$ cat config.mk
export PLATFORM = sky130hd
export DESIGN_NAME = conv_tile_feeder
export DESIGN_NICKNAME = d
export VERILOG_FILES = /design/src/rtl/conv_tile_feeder.sv
export SDC_FILE = /design/constraint.sdc
export NUM_CORES = 1
export LEC_CHECK = 0
export ABC_AREA = 0
export BUFFER_PORTS_ARGS = -buffer_cell sky130_fd_sc_hd__buf_4
export CAP_MARGIN = 25
export CORE_AREA = 2 2 247 249
export DETAILED_ROUTE_END_ITERATION = 12
export DIE_AREA = 0 0 249 251
export GPL_ROUTABILITY_DRIVEN = 1
export PLACE_DENSITY = 0.6
export SLEW_MARGIN = 20
export SYNTH_ARGS = -nofsm -noshare
export SYNTH_HDL_FRONTEND = slang
export SYNTH_SLANG_ARGS = --single-unit
$ cat constraint.sdc
create_clock -name clk -period 15.6 [get_ports clk]
set_clock_uncertainty 0.1 [all_clocks]
set_input_delay 3.9 -clock clk [delete_from_list [all_inputs] [get_ports clk]]
set_output_delay 3.9 -clock clk [all_outputs]
set_load 0.01 [all_outputs]
$ cat src/rtl/conv_tile_feeder.sv
// Tile feeder for the conv/max-pool engine: walks a row-major greyscale image in SRAM,
// gathers 4x4 tiles at stride 2 and hands each one to the engine, pacing on its result write.
module conv_tile_feeder #(
    parameter int IMG_W  = 32,
    parameter int IMG_H  = 32,
    parameter int ADDR_W = 16
) (
    input  logic              clk,
    input  logic              rst,
    input  logic              start,
    input  logic [ADDR_W-1:0] base_addr,
    input  logic [71:0]       cfg_kernel_0,
    input  logic [71:0]       cfg_kernel_1,
    input  logic [71:0]       cfg_kernel_2,
    input  logic [1:0]        cfg_shift,
    output logic              mem_re,
    output logic [ADDR_W-1:0] mem_addr,
    input  logic [7:0]        mem_rdata,
    output logic [127:0]      image_4x4,
    output logic [71:0]       conv_kernel_0,
    output logic [71:0]       conv_kernel_1,
    output logic [71:0]       conv_kernel_2,
    output logic [1:0]        shift,
    output logic              input_re,
    output logic [ADDR_W-1:0] input_addr,
    input  logic              result_we,
    output logic              busy,
    output logic              done_all
);

    localparam int TX = (IMG_W - 4) / 2 + 1;
    localparam int TY = (IMG_H - 4) / 2 + 1;
    localparam logic [ADDR_W-1:0] ROW_STEP  = ADDR_W'(IMG_W);
    localparam logic [ADDR_W-1:0] ROW2_STEP = ADDR_W'(2 * IMG_W);
    localparam logic [ADDR_W-1:0] LAST_TX   = ADDR_W'(TX - 1);
    localparam logic [ADDR_W-1:0] LAST_TY   = ADDR_W'(TY - 1);

    typedef enum logic [2:0] {
        S_IDLE,
        S_FETCH,
        S_ISSUE,
        S_WAIT,
        S_FINISH
    } state_t;

    state_t            state;
    state_t            state_nxt;
    logic [1:0]        rst_sync;
    logic              rst_n;
    logic [4:0]        fetch_cnt;
    logic [ADDR_W-1:0] tx;
    logic [ADDR_W-1:0] ty;
    logic [ADDR_W-1:0] tile_idx;
    logic [ADDR_W-1:0] row_base;
    logic [ADDR_W-1:0] tile_base;
    logic              rd_pend;
    logic [3:0]        rd_idx;
    logic              last_tile;

    // Reset asserts immediately but releases only after two clean clock edges.
    always_ff @(posedge clk or negedge rst) begin
        if (!rst) begin
            rst_sync <= 2'b00;
        end else begin
            rst_sync <= {rst_sync[0], 1'b1};
        end
    end

    assign rst_n     = rst_sync[1];
    assign last_tile = (tx == LAST_TX) && (ty == LAST_TY);

    always_ff @(posedge clk or negedge rst_n) begin
        if (!rst_n) begin
            state <= S_IDLE;
        end else begin
            state <= state_nxt;
        end
    end

    always_comb begin
        state_nxt = state;
        mem_re    = 1'b0;
        mem_addr  = '0;
        input_re  = 1'b0;
        busy      = 1'b1;
        done_all  = 1'b0;
        case (state)
            S_IDLE: begin
                busy = 1'b0;
                if (start) begin
                    state_nxt = S_FETCH;
                end
            end
            S_FETCH: begin
                // Reads occupy the first 16 fetch cycles; the 17th only drains the last byte.
                if (!fetch_cnt[4]) begin
                    mem_re   = 1'b1;
                    mem_addr = tile_base + ADDR_W'(fetch_cnt[3:2]) * ROW_STEP
                               + ADDR_W'(fetch_cnt[1:0]);
                end else begin
                    state_nxt = S_ISSUE;
                end
            end
            S_ISSUE: begin
                input_re  = 1'b1;
                state_nxt = S_WAIT;
            end
            S_WAIT: begin
                if (result_we) begin
                    state_nxt = last_tile ? S_FINISH : S_FETCH;
                end
            end
            S_FINISH: begin
                done_all  = 1'b1;
                state_nxt = S_IDLE;
            end
            default: begin
                state_nxt = S_IDLE;
            end
        endcase
    end

    assign input_addr = tile_idx;

    always_ff @(posedge clk or negedge rst_n) begin
        if (!rst_n) begin
            fetch_cnt     <= '0;
            tx            <= '0;
            ty            <= '0;
            tile_idx      <= '0;
            row_base      <= '0;
            tile_base     <= '0;
            rd_pend       <= 1'b0;
            rd_idx        <= '0;
            image_4x4     <= '0;
            conv_kernel_0 <= '0;
            conv_kernel_1 <= '0;
            conv_kernel_2 <= '0;
            shift         <= '0;
        end else begin
            rd_pend <= mem_re;
            rd_idx  <= fetch_cnt[3:0];
            if (rd_pend) begin
                image_4x4[{rd_idx, 3'b000} +: 8] <= mem_rdata;
            end
            case (state)
                S_IDLE: begin
                    if (start) begin
                        conv_kernel_0 <= cfg_kernel_0;
                        conv_kernel_1 <= cfg_kernel_1;
                        conv_kernel_2 <= cfg_kernel_2;
                        shift         <= cfg_shift;
                        tx            <= '0;
                        ty            <= '0;
                        tile_idx      <= '0;
                        row_base      <= base_addr;
                        tile_base     <= base_addr;
                        fetch_cnt     <= '0;
                    end
                end
                S_FETCH: begin
                    fetch_cnt <= fetch_cnt[4] ? 5'd0 : fetch_cnt + 5'd1;
                end
                S_WAIT: begin
                    // Tile origin is tracked incrementally so no multiply by the row pitch is needed.
                    if (result_we && !last_tile) begin
                        tile_idx  <= tile_idx + ADDR_W'(1);
                        fetch_cnt <= '0;
                        if (tx == LAST_TX) begin
                            tx        <= '0;
                            ty        <= ty + ADDR_W'(1);
                            row_base  <= row_base + ROW2_STEP;
                            tile_base <= row_base + ROW2_STEP;
                        end else begin
                            tx        <= tx + ADDR_W'(1);
                            tile_base <= tile_base + ADDR_W'(2);
                        end
                    end
                end
                default: begin
                end
            endcase
        end
    end

endmodule

==> metrics.txt, run 1 <==
Setup CP Type flop to output pin; Startpoint Class flop; Final Critical Period 6740 ps; cell taking the most area after synthesis dfrtp_1; port bufs 627; drt first pass iters 8; Top FF cell, synth dfrtp_1; Root Buffer clkbuf_16; detailed-route via count 15.8k; hold-fix buffers at CTS 0; Simple-Gate Fraction of Synth Area 0.222; number of max-cap violations 0; Routed WL 60800 µm; WP data required 11600 ps; CTS tree built; FF-to-FF Start tx[0]$_DFFE_PN0P_; CTS resizes 0; DRT antenna net count 0; CTS buffer count 50; TNS Setup 0 ps; multiplexer area fraction after synthesis 0.0775; CP max-delay cell dfrtp_1; delay-heaviest family, CP adder cells; Seq cells post-synth 441; critical path cell sequence ha_1, fa_1, a31o_2, a21oi_1, nor3_1, xnor2_1, nor2_1, buf_4; Final nets 2773; Starting Density 0.316; Area growth, synth to finish 37.3%; Cell variety after synth 74; CP endpoint kind output pin; Min-Delay Path Class flop to flop; hold path endpoint rst_sync[1]$_DFF_PN0_; DR WL/cell 18.3 µm; grt ovf 0; TritonCTS Sinks 441; Worst slew margin 0.316; syn_area_per_cell 9.85 µm²; Clk pin slew, worst setup/hold paths 60 ps; die height 251 µm; Core Region 0.0598 mm²; io pins around 630; largest cells by area after synthesis dfrtp_1 (58%), nand2_1 (15%), mux2_2 (7.4%); CTS HTree Levels 2; Initial DRC Count 1010; most common cell after layout, fill and taps aside nand2_1; Residual DRC 0; initial antenna violation count 3; worst r2r path cells 10; # Post-CTS Setup Buffers 0; Clock Latency Late Sink 570 ps; Lkg Pwr 13.4 nW; Crit path arrival time 2740 ps; hold path cells 0; worst hold slack 246 ps; vias in the first global route 16.0k; Cell Rows 90; CTS Buffer Depth 3; VDD IR max 0.105 mV; synthesized area 0.0189 mm²; EDFF count, synth 0; Via density 4.73; fraction of registers with async set/reset 1.00; commonest non-fill, non-tap cells in the layout nand2_1 (744), buf_4 (643), dfrtp_1 (440), mux2_2 (124), nor2_1 (90); global placer's final weighted congestion 0.901; outcome finished clean; Ys Warns 0; RR Endpoint ty[5]$_DFFE_PN0P_; RSZ-0062 raised after global routing no; post-synthesis compound-gate area fraction 0.0492; total track usage 0.189; adder and majority cell fraction of the synthesized area 0.0110; critical path fanouts, max 6; hold wc startpoint rst_sync[0]$_DFF_PN0_; largest net degree at the start of global routing between 100 and 150; Yosys top cell area share 0.584; Syn Inst Count around 1.9k; die area 0.0625 mm²; final worst path period share 0.432; FF-to-FF setup slack approximately 12000 ps; actual slew at the worst max-slew pin a little over 1000 ps; Slew Limit Fails 0; first-pass GRT wire length 93500 µm; sequential cell area fraction in the yosys report 0.584; DIE WIDTH 249 µm; Post-Synth XOR/XNOR Area 0.0283; final setup fails 0; final hold viol count 0; max incr delay on CP about 430 ps; PD cells 203 mW/mm²; Buffers & Inverters on Critical Path 1; layout cell share with drive strength beyond 1 0.344; largest family of logic cells by synthesized area simple AND/OR/NAND/NOR gates; Detail Placement HPWL 44400 µm; fmax between 100 and 150 MHz; syn nets between 2k and 2.5k
## metrics by stage
stage | cells | setup slack, ps | instance area [µm²] | total power, W | util
CTS | 3323 | 8810 | 25900 | 0.00531 | 0.433
floorplan | 1919 | 2300 | 18900 | 0.00299 | -
global route | 3330 | 8590 | 26000 | 0.00560 | 0.434
global placement | 3236 | 8970 | 24300 | 0.00408 | 0.406
finish | 3330 | 8860 | 26000 | 0.00526 | 0.434
detailed placement | 3237 | 8980 | 24300 | 0.00413 | 0.406
## synthesized netlist by cell type, drive strengths merged (11+ instances only)
cell and instances:
a211oi 11, a21oi 28, a31oi 12, and2 11
and3 13, buf 35, clkbuf 73, dfrtp 441
ha 15, inv 17, mux2 124, nand2 745
nand3 43, nand4 16, nor2 97, nor3 29
nor4 12, o21ai 43, xnor2 48, xor2 13
## worst reg2reg max path, delay by kind of cell (launching register included)
kind                     cells  cell delay [ps]
AO/OA/AOI/OAI                1              260
flip-flops                   1              420
AND/OR/NAND/NOR              5             1490
buffers and inverters        3              700
adder cells (fa/ha/maj)      1              130
## registers in the layout (all words and copies together) (netlist names), 4 cells and up
register	cells
image_4x4	128
rd_idx	4
conv_kernel_1	72
ty	16
fetch_cnt	5
row_base	16
conv_kernel_2	72
tx	16
input_addr	16
tile_base	16
conv_kernel_0	72
## worst max path at each step
stage | startpoint | to | slack [ps] | cells past startpoint
after floorplan | rst_sync[1]$_DFF_PN0_ | conv_kernel_0[0]$_DFFE_PN0P_ | 2300 | 0
after global placement | start | tx[2]$_DFFE_PN0P_ | 8970 | 7
after detailed placement | start | tx[2]$_DFFE_PN0P_ | 8980 | 7
after CTS | fetch_cnt[0]$_DFFE_PN0P_ | mem_addr[12] | 8810 | 8
after global routing | fetch_cnt[0]$_DFFE_PN0P_ | mem_addr[14] | 8590 | 8
final | fetch_cnt[0]$_DFFE_PN0P_ | mem_addr[14] | 8860 | 8
## layout make-up
type / count / area (µm²)
antenna: 3 / 7.51
clock buffer: 74 / 1480
clock inverter: 12 / 124
fill: 5786 / 33800
inverter: 17 / 63.8
multi-input combinational: 1353 / 7350
sequential: 441 / 11000
tap: 782 / 978
timing repair buffer: 648 / 4930
## report_power, final
part           total [W]  internal [W]  switching [W]
Clock            0.00115      0.000684       0.000469
Sequential       0.00200       0.00164       0.000360
Combinational    0.00211       0.00103        0.00108
## layer usage
| layer | wire, µm | vias to the layer above | GRT usage |
|---|---|---|---|
| met5 | 0 | - | 0 |
| met4 | 1620 | 0 | 0.0599 |
| met3 | 4400 | 89 | 0.0510 |
| met2 | 30200 | 520 | 0.320 |
| met1 | 24500 | 7709 | 0.234 |
| li1 | - | 7449 | - |
## logic make-up after synthesis
group / Yosys count
mux: 131
xor+xnor: 61
compound gates: 145
simple gates: 999
other cells: 1
flops: 441
fa+ha+maj: 16
buf+inv: 125
Power figures use the tool's default switching activity.
==> run 2: changes to the inputs <==
==> constraint.sdc (replaced) <==
create_clock -name clk -period 6.9 [get_ports clk]
set_clock_uncertainty 0.1 [all_clocks]
set_input_delay 1.725 -clock clk [delete_from_list [all_inputs] [get_ports clk]]
set_output_delay 1.725 -clock clk [all_outputs]
set_load 0.01 [all_outputs]
==> run 2 against run 1 <==
  * The flow now finishes with violations (DRC)
  * Sequential cell count did not move
  * Wire length increased by 2.4%
  * Cell area grew 0.41%
  * First-iteration DRC count shrank 7.8%
  * Non-clock buffer count decreased by 3
  * Critical path type unchanged
==> metrics.txt, run 2 (synthesized netlist as in run 1, its figures left out) <==
worst r2r path cells 6 (-4); n_diodes 0 (-3); RR Endpoint tx[12]$_DFFE_PN0P_; global placer's final weighted congestion 0.944 (+4.8%); Routed WL 62200 µm (+2.4%); Area growth, synth to finish 37.9%; number of max-cap violations 0 (unchanged); M1 wire length 25200 µm (+2.7%); Internal Power 0.00776 W (+130%); critical path fanouts, max 6 (unchanged); Crit path arrival time 2770 ps (+30 ps); P_sw 0.00434 W (+130%); commonest non-fill, non-tap cells in the layout nand2_1 (744), buf_4 (641), dfrtp_1 (440), mux2_2 (124), nor2_1 (90); hold-fix buffers at CTS 0 (unchanged); failing checks DRC; met2 wire len 31000 µm (+2.7%); switching share of power 0.359 (-0.00441); PD cells 464 mW/mm² (+130%); final hold viol count 0 (unchanged); final setup fails 0 (unchanged); layout cell share with drive strength beyond 1 0.345 (+0.00157); Root Buffer clkbuf_16; Sequential Power Share 0.373 (-0.006); CTS HTree Levels 2 (unchanged); RSZ-0062 raised after global routing no; CTS tree built; Min-Delay Path Class flop to async pin; actual slew at the worst max-slew pin 1050 ps (+21.0 ps); FF-to-FF Start state[0]$_DFFE_PN0P_; vias in the first global route 15.9k (-0.58%); FF-to-FF setup slack 3770 ps (-8620 ps); cell area after layout 0.0261 mm² (+0.41%); Detail Placement HPWL 45500 µm (+2.4%); Core Region 0.0598 mm² (unchanged); clock share of power 0.233 (+0.014); Clock Latency Late Sink 580 ps (about the same); Slew Limit Fails 0 (unchanged); initial antenna violation count 0 (-3); CP endpoint kind output pin; port bufs 627 (unchanged); Final nets 2769 (-0.14%); most common cell after layout, fill and taps aside nand2_1; Via density 4.80 (+1.3%); outcome finished, violations left; Initial DRC Count 931 (-7.8%); combinational share of power 0.394 (-0.008); metal3 WL 4520 µm (+2.7%); Setup CP Type flop to output pin; Starting Density 0.316 (unchanged); max FFs per register 128 (unchanged); CTS resizes 0 (unchanged); Lkg Pwr 13.4 nW (+0.37%); fmax ~220 MHz; final worst path period share 0.666; TNS Setup 0 ps (unchanged); Startpoint Class flop; VDD IR max 0.227 mV (+120%); DIE WIDTH 249 µm (unchanged); DRT antenna net count 0 (unchanged); Residual DRC 1 (+1); Final Critical Period 4590 ps; crit path to mem_addr[12]; Clk pin slew, worst setup/hold paths 60 ps (about the same); CP Launch Point fetch_cnt[0]$_DFFE_PN0P_; Cell Rows 90 (unchanged); max layer used met4; total track usage 0.193 (+0.00409); DR WL/cell 18.7 µm (+2.5%); drt first pass iters 10 (+2); dpl cell area 0.0243 mm² (about the same); Reg with most FFs image_4x4; first-pass GRT wire length 95100 µm (+1.7%); die area 0.0625 mm² (unchanged); detailed-route via count 16.0k (+1.2%); CTS buffer count 49 (-2.0%); io pins 628 (unchanged); grt ovf 0 (unchanged); largest net degree at the start of global routing 164 (+53%); # Post-CTS Setup Buffers 0 (unchanged); WP data required 5080 ps (-6520 ps); Worst slew margin 0.302 (-0.0140); CTS Buffer Depth 3 (unchanged); TritonCTS Sinks 441 (unchanged); die height 251 µm (unchanged)
-- run 2: power by group through the flow --
stage / combinational (W) / sequential [W] / clock [W]
3_3_place_gp: 0.00475 / 0.00448 / 0
5_1_grt: 0.00520 / 0.00466 / 0.00299
4_1_cts: 0.00482 / 0.00451 / 0.00289
3_5_place_dp: 0.00483 / 0.00452 / 0
2_1_floorplan: 0.00194 / 0.00482 / 0
6_report: 0.00477 / 0.00452 / 0.00282
-- run 2: cell type report --
cell class	instances	area [µm²]
multi-input combinational	1353	7350
clock inverter	17	277
clock buffer	72	1470
timing repair buffer	645	4900
sequential	441	11000
tap	782	978
inverter	17	63.8
fill	5723	33700
-- run 2: layer usage --
layer / vias up / GRT usage
li1: 7468 / -
met1: 7848 / 0.241
met2: 553 / 0.330
met3: 91 / 0.0500
met4: 0 / 0.0544
met5: - / 0
-- run 2: worst min path at each step --
stage                                               end  slack [ps]  cells after the start
after global placement            rst_sync[1]$_DFF_PN0_         240                      0
after global routing              rst_sync[1]$_DFF_PN0_         260                      0
after floorplan                   rst_sync[1]$_DFF_PN0_         230                      0
after CTS                         rst_sync[1]$_DFF_PN0_         260                      0
final                     conv_kernel_2[11]$_DFFE_PN0P_         250                      0
after detailed placement          rst_sync[1]$_DFF_PN0_         240                      0
-- run 2: worst max-delay path: stages, from the launching register on --
cell and delay [ps]:
dfrtp_1 440, ha_1 250, fa_1 420, a31o_2 240, a21oi_1 330, nor3_1 130
xnor2_1 170, nor2_1 50, buf_4 160
-- run 2: through the flow --
step,hold slack (ps),std cells,setup WS (ps),total power (W),utilization
detailed placement,239,3235,2750,0.00935,0.406
CTS,257,3324,2260,0.0122,0.435
global route,259,3327,2120,0.0129,0.436
finish,252,3327,2310,0.0121,0.436
floorplan,231,1919,2480,0.00676,-
global placement,237,3235,2800,0.00923,0.406
